$ cat src/rtl/hazard_ctrl_pkg.sv
// Shared definitions for the pipeline hazard/stall controller.
// Contents: FSM state encoding, register-zero constant and default widths/limits.
package hazard_ctrl_pkg;

    typedef enum logic {
        RUN      = 1'b0,
        MEM_WAIT = 1'b1
    } state_e;

    localparam logic [4:0]  REG_ZERO    = 5'd0;
    localparam int unsigned CNT_W_DEF   = 16;
    localparam int unsigned TIMEOUT_DEF = 64;
    localparam int unsigned TO_W_DEF    = 7;

endpackage

$ cat src/rtl/hazard_ctrl_sat_counter.sv
// Saturating up-counter with enable and synchronous clear.
// Ports:
//   i_clk   clock
//   i_clr   synchronous clear (wins over enable)
//   i_en    count enable
//   o_count current count, holds at all-ones
module hazard_ctrl_sat_counter #(
    parameter int unsigned W = 16
) (
    input  logic         i_clk,
    input  logic         i_clr,
    input  logic         i_en,
    output logic [W-1:0] o_count
);

    logic [W-1:0] r_count;

    always_ff @(posedge i_clk) begin
        if (i_clr) begin
            r_count <= '0;
        end else if (i_en && (r_count != '1)) begin
            r_count <= r_count + W'(1);
        end
    end

    assign o_count = r_count;

endmodule

$ cat src/rtl/hazard_ctrl.sv
// Stall/flush controller for the 5-stage MIPS pipeline.
// Inserts one bubble on load-use hazards, freezes the pipeline while a data
// memory access is outstanding, flushes IF/ID on taken branches and jumps, and
// keeps saturating stall/flush counters plus a sticky memory-timeout flag.
// Ports:
//   clk_i, rst_i (sync, active-high)
//   ID_EX_MemRead_i, ID_EX_RegRt_i, IF_ID_RegRs_i, IF_ID_RegRt_i : hazard decode
//   branch_taken_i, jump_i : control-flow change resolved in ID
//   dmem_req_i, dmem_ack_i : data-memory handshake from MEM
//   PC_write_o, IF_ID_write_o, IF_ID_flush_o, ID_EX_bubble_o, pipe_freeze_o
//   mem_err_o, stall_cycles_o, flush_count_o : status and performance counters
module hazard_ctrl
    import hazard_ctrl_pkg::*;
#(
    parameter int unsigned CNT_W   = CNT_W_DEF,
    parameter int unsigned TIMEOUT = TIMEOUT_DEF,
    parameter int unsigned TO_W    = TO_W_DEF
) (
    input  logic             clk_i,
    input  logic             rst_i,
    input  logic             ID_EX_MemRead_i,
    input  logic [4:0]       ID_EX_RegRt_i,
    input  logic [4:0]       IF_ID_RegRs_i,
    input  logic [4:0]       IF_ID_RegRt_i,
    input  logic             branch_taken_i,
    input  logic             jump_i,
    input  logic             dmem_req_i,
    input  logic             dmem_ack_i,
    output logic             PC_write_o,
    output logic             IF_ID_write_o,
    output logic             IF_ID_flush_o,
    output logic             ID_EX_bubble_o,
    output logic             pipe_freeze_o,
    output logic             mem_err_o,
    output logic [CNT_W-1:0] stall_cycles_o,
    output logic [CNT_W-1:0] flush_count_o
);

    state_e            r_state;
    state_e            w_state_d;
    logic [TO_W-1:0]   r_wait;
    logic [TO_W-1:0]   w_wait_d;
    logic              r_mem_err;
    logic              w_mem_err_d;

    logic              w_loaduse;
    logic              w_memstall;
    logic              w_frozen;
    logic              w_pc_write;
    logic              w_if_id_write;
    logic              w_flush;
    logic              w_bubble;
    logic [CNT_W-1:0]  w_stall_cnt;
    logic [CNT_W-1:0]  w_flush_cnt;

    assign w_loaduse  = ID_EX_MemRead_i && (ID_EX_RegRt_i != REG_ZERO) &&
                        ((ID_EX_RegRt_i == IF_ID_RegRs_i) ||
                         (ID_EX_RegRt_i == IF_ID_RegRt_i));
    assign w_memstall = dmem_req_i && !dmem_ack_i;

    always_ff @(posedge clk_i) begin
        if (rst_i) begin
            r_state   <= RUN;
            r_wait    <= '0;
            r_mem_err <= 1'b0;
        end else begin
            r_state   <= w_state_d;
            r_wait    <= w_wait_d;
            r_mem_err <= w_mem_err_d;
        end
    end

    always_comb begin
        w_state_d     = r_state;
        w_wait_d      = '0;
        w_mem_err_d   = r_mem_err;
        w_frozen      = 1'b0;
        w_pc_write    = 1'b1;
        w_if_id_write = 1'b1;
        w_flush       = 1'b0;
        w_bubble      = 1'b0;

        unique case (r_state)
            RUN: begin
                if (w_memstall) begin
                    w_frozen  = 1'b1;
                    w_state_d = MEM_WAIT;
                    w_wait_d  = TO_W'(1);
                end
            end
            MEM_WAIT: begin
                if (!dmem_ack_i) begin
                    w_frozen = 1'b1;
                    w_wait_d = (r_wait == '1) ? r_wait : r_wait + TO_W'(1);
                    if (r_wait == TO_W'(TIMEOUT)) begin
                        w_mem_err_d = 1'b1;
                    end
                end else begin
                    w_state_d = RUN;
                end
            end
            default: w_state_d = RUN;
        endcase

        // Freeze masks everything else; otherwise the ack cycle behaves like RUN.
        if (w_frozen) begin
            w_pc_write    = 1'b0;
            w_if_id_write = 1'b0;
        end else if (w_loaduse) begin
            // Branch/jump ignored: the branch re-resolves after the bubble.
            w_pc_write    = 1'b0;
            w_if_id_write = 1'b0;
            w_bubble      = 1'b1;
        end else if (branch_taken_i || jump_i) begin
            w_flush = 1'b1;
        end

        if (rst_i) begin
            w_frozen      = 1'b0;
            w_pc_write    = 1'b1;
            w_if_id_write = 1'b1;
            w_flush       = 1'b0;
            w_bubble      = 1'b0;
        end
    end

    hazard_ctrl_sat_counter #(
        .W (CNT_W)
    ) u_stall_cnt (
        .i_clk   (clk_i),
        .i_clr   (rst_i),
        .i_en    (!w_pc_write),
        .o_count (w_stall_cnt)
    );

    hazard_ctrl_sat_counter #(
        .W (CNT_W)
    ) u_flush_cnt (
        .i_clk   (clk_i),
        .i_clr   (rst_i),
        .i_en    (w_flush),
        .o_count (w_flush_cnt)
    );

    assign PC_write_o     = w_pc_write;
    assign IF_ID_write_o  = w_if_id_write;
    assign IF_ID_flush_o  = w_flush;
    assign ID_EX_bubble_o = w_bubble;
    assign pipe_freeze_o  = w_frozen;
    // Status reads as reset values for the whole cycle rst_i is high.
    assign mem_err_o      = r_mem_err && !rst_i;
    assign stall_cycles_o = rst_i ? '0 : w_stall_cnt;
    assign flush_count_o  = rst_i ? '0 : w_flush_cnt;

endmodule

$ cat config.mk
export PLATFORM = sky130hd
export DESIGN_NAME = hazard_ctrl
export DESIGN_NICKNAME = d
export VERILOG_FILES = /design/src/rtl/hazard_ctrl_pkg.sv /design/src/rtl/hazard_ctrl_sat_counter.sv /design/src/rtl/hazard_ctrl.sv
export SDC_FILE = /design/constraint.sdc
export NUM_CORES = 1
export LEC_CHECK = 0
export BUFFER_PORTS_ARGS = -buffer_cell sky130_fd_sc_hd__buf_4
export CAP_MARGIN = 20
export CORE_ASPECT_RATIO = 0.75
export CORE_UTILIZATION = 28
export DETAILED_ROUTE_END_ITERATION = 7
export GPL_TIMING_DRIVEN = 0
export MAX_ROUTING_LAYER = met4
export SYNTH_ARGS = -nofsm -noshare
export SYNTH_HDL_FRONTEND = slang
export SYNTH_HIERARCHICAL = 1
export SYNTH_SLANG_ARGS = --single-unit
$ cat constraint.sdc
create_clock -name clk_i -period 3 [get_ports clk_i]
set_input_delay 0.3 -clock clk_i [delete_from_list [all_inputs] [get_ports clk_i]]
set_output_delay 0.3 -clock clk_i [all_outputs]
set_load 0.05 [all_outputs]
==> summary.md <==
| Metric | Value |
|---|---|
| Status | complete, but fails checks |
| Failing checks | DRC |
| Hold buffers post-CTS | 0 |
| Vias per cell | between 5 and 6 |
| Synth Register Bits | 41 |
| Highest-count cells in the layout ignoring fill and taps | buf_4 (60), dfxtp_1 (41), nor2b_1 (37), a21oi_1 (23), nor2_1 (22) |
| Total CTS buffers | 5 |
| Synth unique cells | 46 |
| Total GRT Usage | around 15% |
| Diode count | 0 |
| Hold Crit Start | dmem_ack_i |
| IO buf count | between 50 and 60 |
| Pwr dens | slightly below 400 nW/um2 |
| Reg-to-reg slack, setup | 0.56 ns |
| Worst Hold Class | in2reg |
| ANT nets after route | 0 |
| Slew Viols, Final | 0 |
| Fmax | ~380 MHz |
| CTS tree | built |
| Final Wtd Congestion | 0.8166 |
| Area occupied by multi-input gates | roughly 1600 um2 |
| Total iterations of the first detailed-routing run | 7 |
| Largest net degree at the start of global routing | 13 |
| Nets | roughly 400 |
| Clock root buffer | clkbuf_16 |
| Die area | approximately 9400 um2 |
| Yosys top cell area share | 32.54% |
| WHS Path Cells | 4 |
| Synth Instances | 309 |
| First-pass GRT wire length | between 10000 and 15000 um |
| P_leak | between 1 and 1.5 nW |
| Setup crit start kind | input port |
| Vias | 2479 |
| Die Ht | roughly 84 um |
| Top cells by area, synth | dfxtp_1 (33%), nor2b_1 (9.2%), xnor2_1 (5.6%) |
| CORE AREA | about 8600 um2 |
| Post-route setup slack | about 0.34 ns |
| Die width | 111.6 um |
| Fin. Hold Viols | 0 |
| Crit path time final | roughly 2.7 ns |
| Post-Syn Area | 2522 um2 |
| Sequential Area | between 800 and 900 um2 |
| Worst Max-Slew Pin Slew | just under 0.7 ns |
| CTS Buffer Depth | 2 |
| Max Cap Viol | 0 |
| Routed wire length | ~6600 um |
| Pre-CTS WS | around 0.074 ns |
| Starting DRT DRC Count | around 150 |
| Worst EP arrival | roughly 2.9 ns |
| Initial antenna violation count | 0 |
| Worst rel slew slack | 53.27% |
| Critical Path Sink Type | flip-flop |
| Cell taking the most area after synthesis | dfxtp_1 |
| # IOs | 60 |
| Worst R2R Start | r_state$_DFF_P_ |
| Dominant synthesized flop cell | dfxtp_1 |
| Share of cells above drive strength 1 | between 20% and 30% |
| WHS Endpoint | r_wait[2]$_SDFFE_PP0P_ |
| CTS resizes | 0 |
| CP Max Fanout | 10 |
| Placement Rows | 29 |
| Initial Util | between 20 and 30% |
| Kind of critical path | in2reg |
| RSZ-0062 raised after global routing | false |
| R2R Path End | u_flush_cnt/o_count[9]$_SDFFE_PP0P_ |
| Wire per inst | between 10 and 15 um |
| Post-route DRC violation count | 7 |
| Final setup viols | 0 |
| WP data required | 3.21 ns |
| Sum Neg Setup Slack | 0 ns |
| Number of synthesized flops with an enable pin | 0 |
| Dpl hpwl | roughly 5000 um |
| Area growth syn-to-layout | 29.27% |
| CTS clock-pin slew for the worst setup and hold paths | approximately 0.060 ns |
| Fillcell total | between 900 and 1000 |
| Total gr overflow | 0 |
| Tcrit/Tclk final | between 80% and 90% |
| Clk_skew | between 0.009 and 0.01 ns |
| Vias in the first global route | 2188 |
| Mapped Nets | approximately 340 |
| Most common cell after layout, fill and taps aside | buf_4 |
| Peak VDD IR | 222.2 uV |
| Register-to-Register Path Depth | 7 |
| CTS H-tree depth | 2 |
| Post-CTS setup buffer count | 0 |
| Yosys warning count | 6 |
| Avg Inst Size Synth | roughly 8.2 um2 |
| Seq/Total Area, Yosys | about a third |
| Post-synth ARST share | 0% |
| Clk sinks | roughly 40 |
| Latest clock arrival within the worst-skew pair | 0.28 ns |
-- per-layer routing --
| metal | vias to the layer above | global-route usage [%] | wire, um |
|---|---|---|---|
| li1 | 1265 | - | - |
| met1 | 1137 | 21.29 | 3396 |
| met2 | 70 | 20.63 | 2705 |
| met3 | 7 | 2.816 | 384 |
| met4 | 0 | 4.177 | 66 |
| met5 | - | - | 0 |
-- synth_stat cells (3+ instances only) --
library cell and instances:
nand2_1 17, dfxtp_1 41, and4_1 6, o31ai_1 12, mux2i_1 3, nor4_1 5
or4_1 15, inv_1 8, nand3_1 16, nor2_1 22, a31oi_1 4, a21oi_1 23
or3_1 6, buf_2 3, nor2b_1 37, nor3_1 8, ha_1 4, o21ai_0 10
nand4_1 6, xnor2_1 16, and3_1 3, clkbuf_1 7
-- per-stage QoR --
step                      power [mW]  std cells  cell area, um2  util (%)  hold WS, ns
final                          1.268        483            3261     37.92       0.3438
after global routing           1.319        483            3261     37.92       0.3750
after CTS                      1.288        483            3261     37.92       0.3419
after detailed placement      0.6869        476            3100     36.05       0.4537
after global placement        0.6848        476            3100     36.05       0.4543
after floorplan               0.6357        309            2522         -       0.4290
-- cells by family (layout without fill, tap and decap cells) --
kind of cell	Yosys count	after routing	synth area share, %
XOR/XNOR	16	16	5.555
adder cells (fa/ha/maj)	4	4	1.984
buffers and inverters	23	89	3.770
AO/OA/AOI/OAI	62	62	15.43
flip-flops	41	41	32.54
multiplexers	5	5	2.083
AND/OR/NAND/NOR	158	158	38.64
-- critical path: stages --
cell and delay (ns):
buf_4 0.12, or4_1 0.54, o21ai_2 0.19, inv_2 0.05
a211oi_2 0.60, nand2_1 0.15, clkbuf_1 0.26, or4_1 0.51
a21oi_1 0.15
-- sequential cells by signal (all words and copies together), names as in the netlist --
register / flops
r_mem_err: 1
r_state: 1
u_stall_cnt/o_count: 16
r_wait: 7
u_flush_cnt/o_count: 16
-- layout make-up --
cell class / count / area share (%)
multi-input combinational: 245 / 49.27
sequential: 41 / 25.17
timing repair buffer: 59 / 13.58
tap: 108 / 4.144
clock buffer: 5 / 3.837
buffer: 14 / 1.880
clock inverter: 2 / 1.074
inverter: 9 / 1.036
-- worst max-delay path by stage --
stage / start / to / slack, ns / depth (start not counted)
global route: ID_EX_RegRt_i[1] / u_flush_cnt/o_count[13]$_SDFFE_PP0P_ / 0.12 / 9
finish: ID_EX_RegRt_i[1] / u_flush_cnt/o_count[9]$_SDFFE_PP0P_ / 0.34 / 9
floorplan: ID_EX_RegRt_i[1] / u_flush_cnt/o_count[7]$_SDFFE_PP0P_ / 0.02 / 8
detailed placement: ID_EX_RegRt_i[1] / u_flush_cnt/o_count[9]$_SDFFE_PP0P_ / 0.07 / 9
global placement: ID_EX_RegRt_i[1] / u_flush_cnt/o_count[13]$_SDFFE_PP0P_ / 0.08 / 9
CTS: ID_EX_RegRt_i[1] / u_flush_cnt/o_count[9]$_SDFFE_PP0P_ / 0.36 / 9
-- report_power, final --
part | internal [mW] | total (mW) | switching (mW)
registers | 0.549 | 0.555 | 0.00588
clock network | 0.386 | 0.594 | 0.208
logic | 0.0492 | 0.119 | 0.0702
total | 0.984 | 1.27 | 0.284
Note: power is estimated with default switching activity, not from simulation.
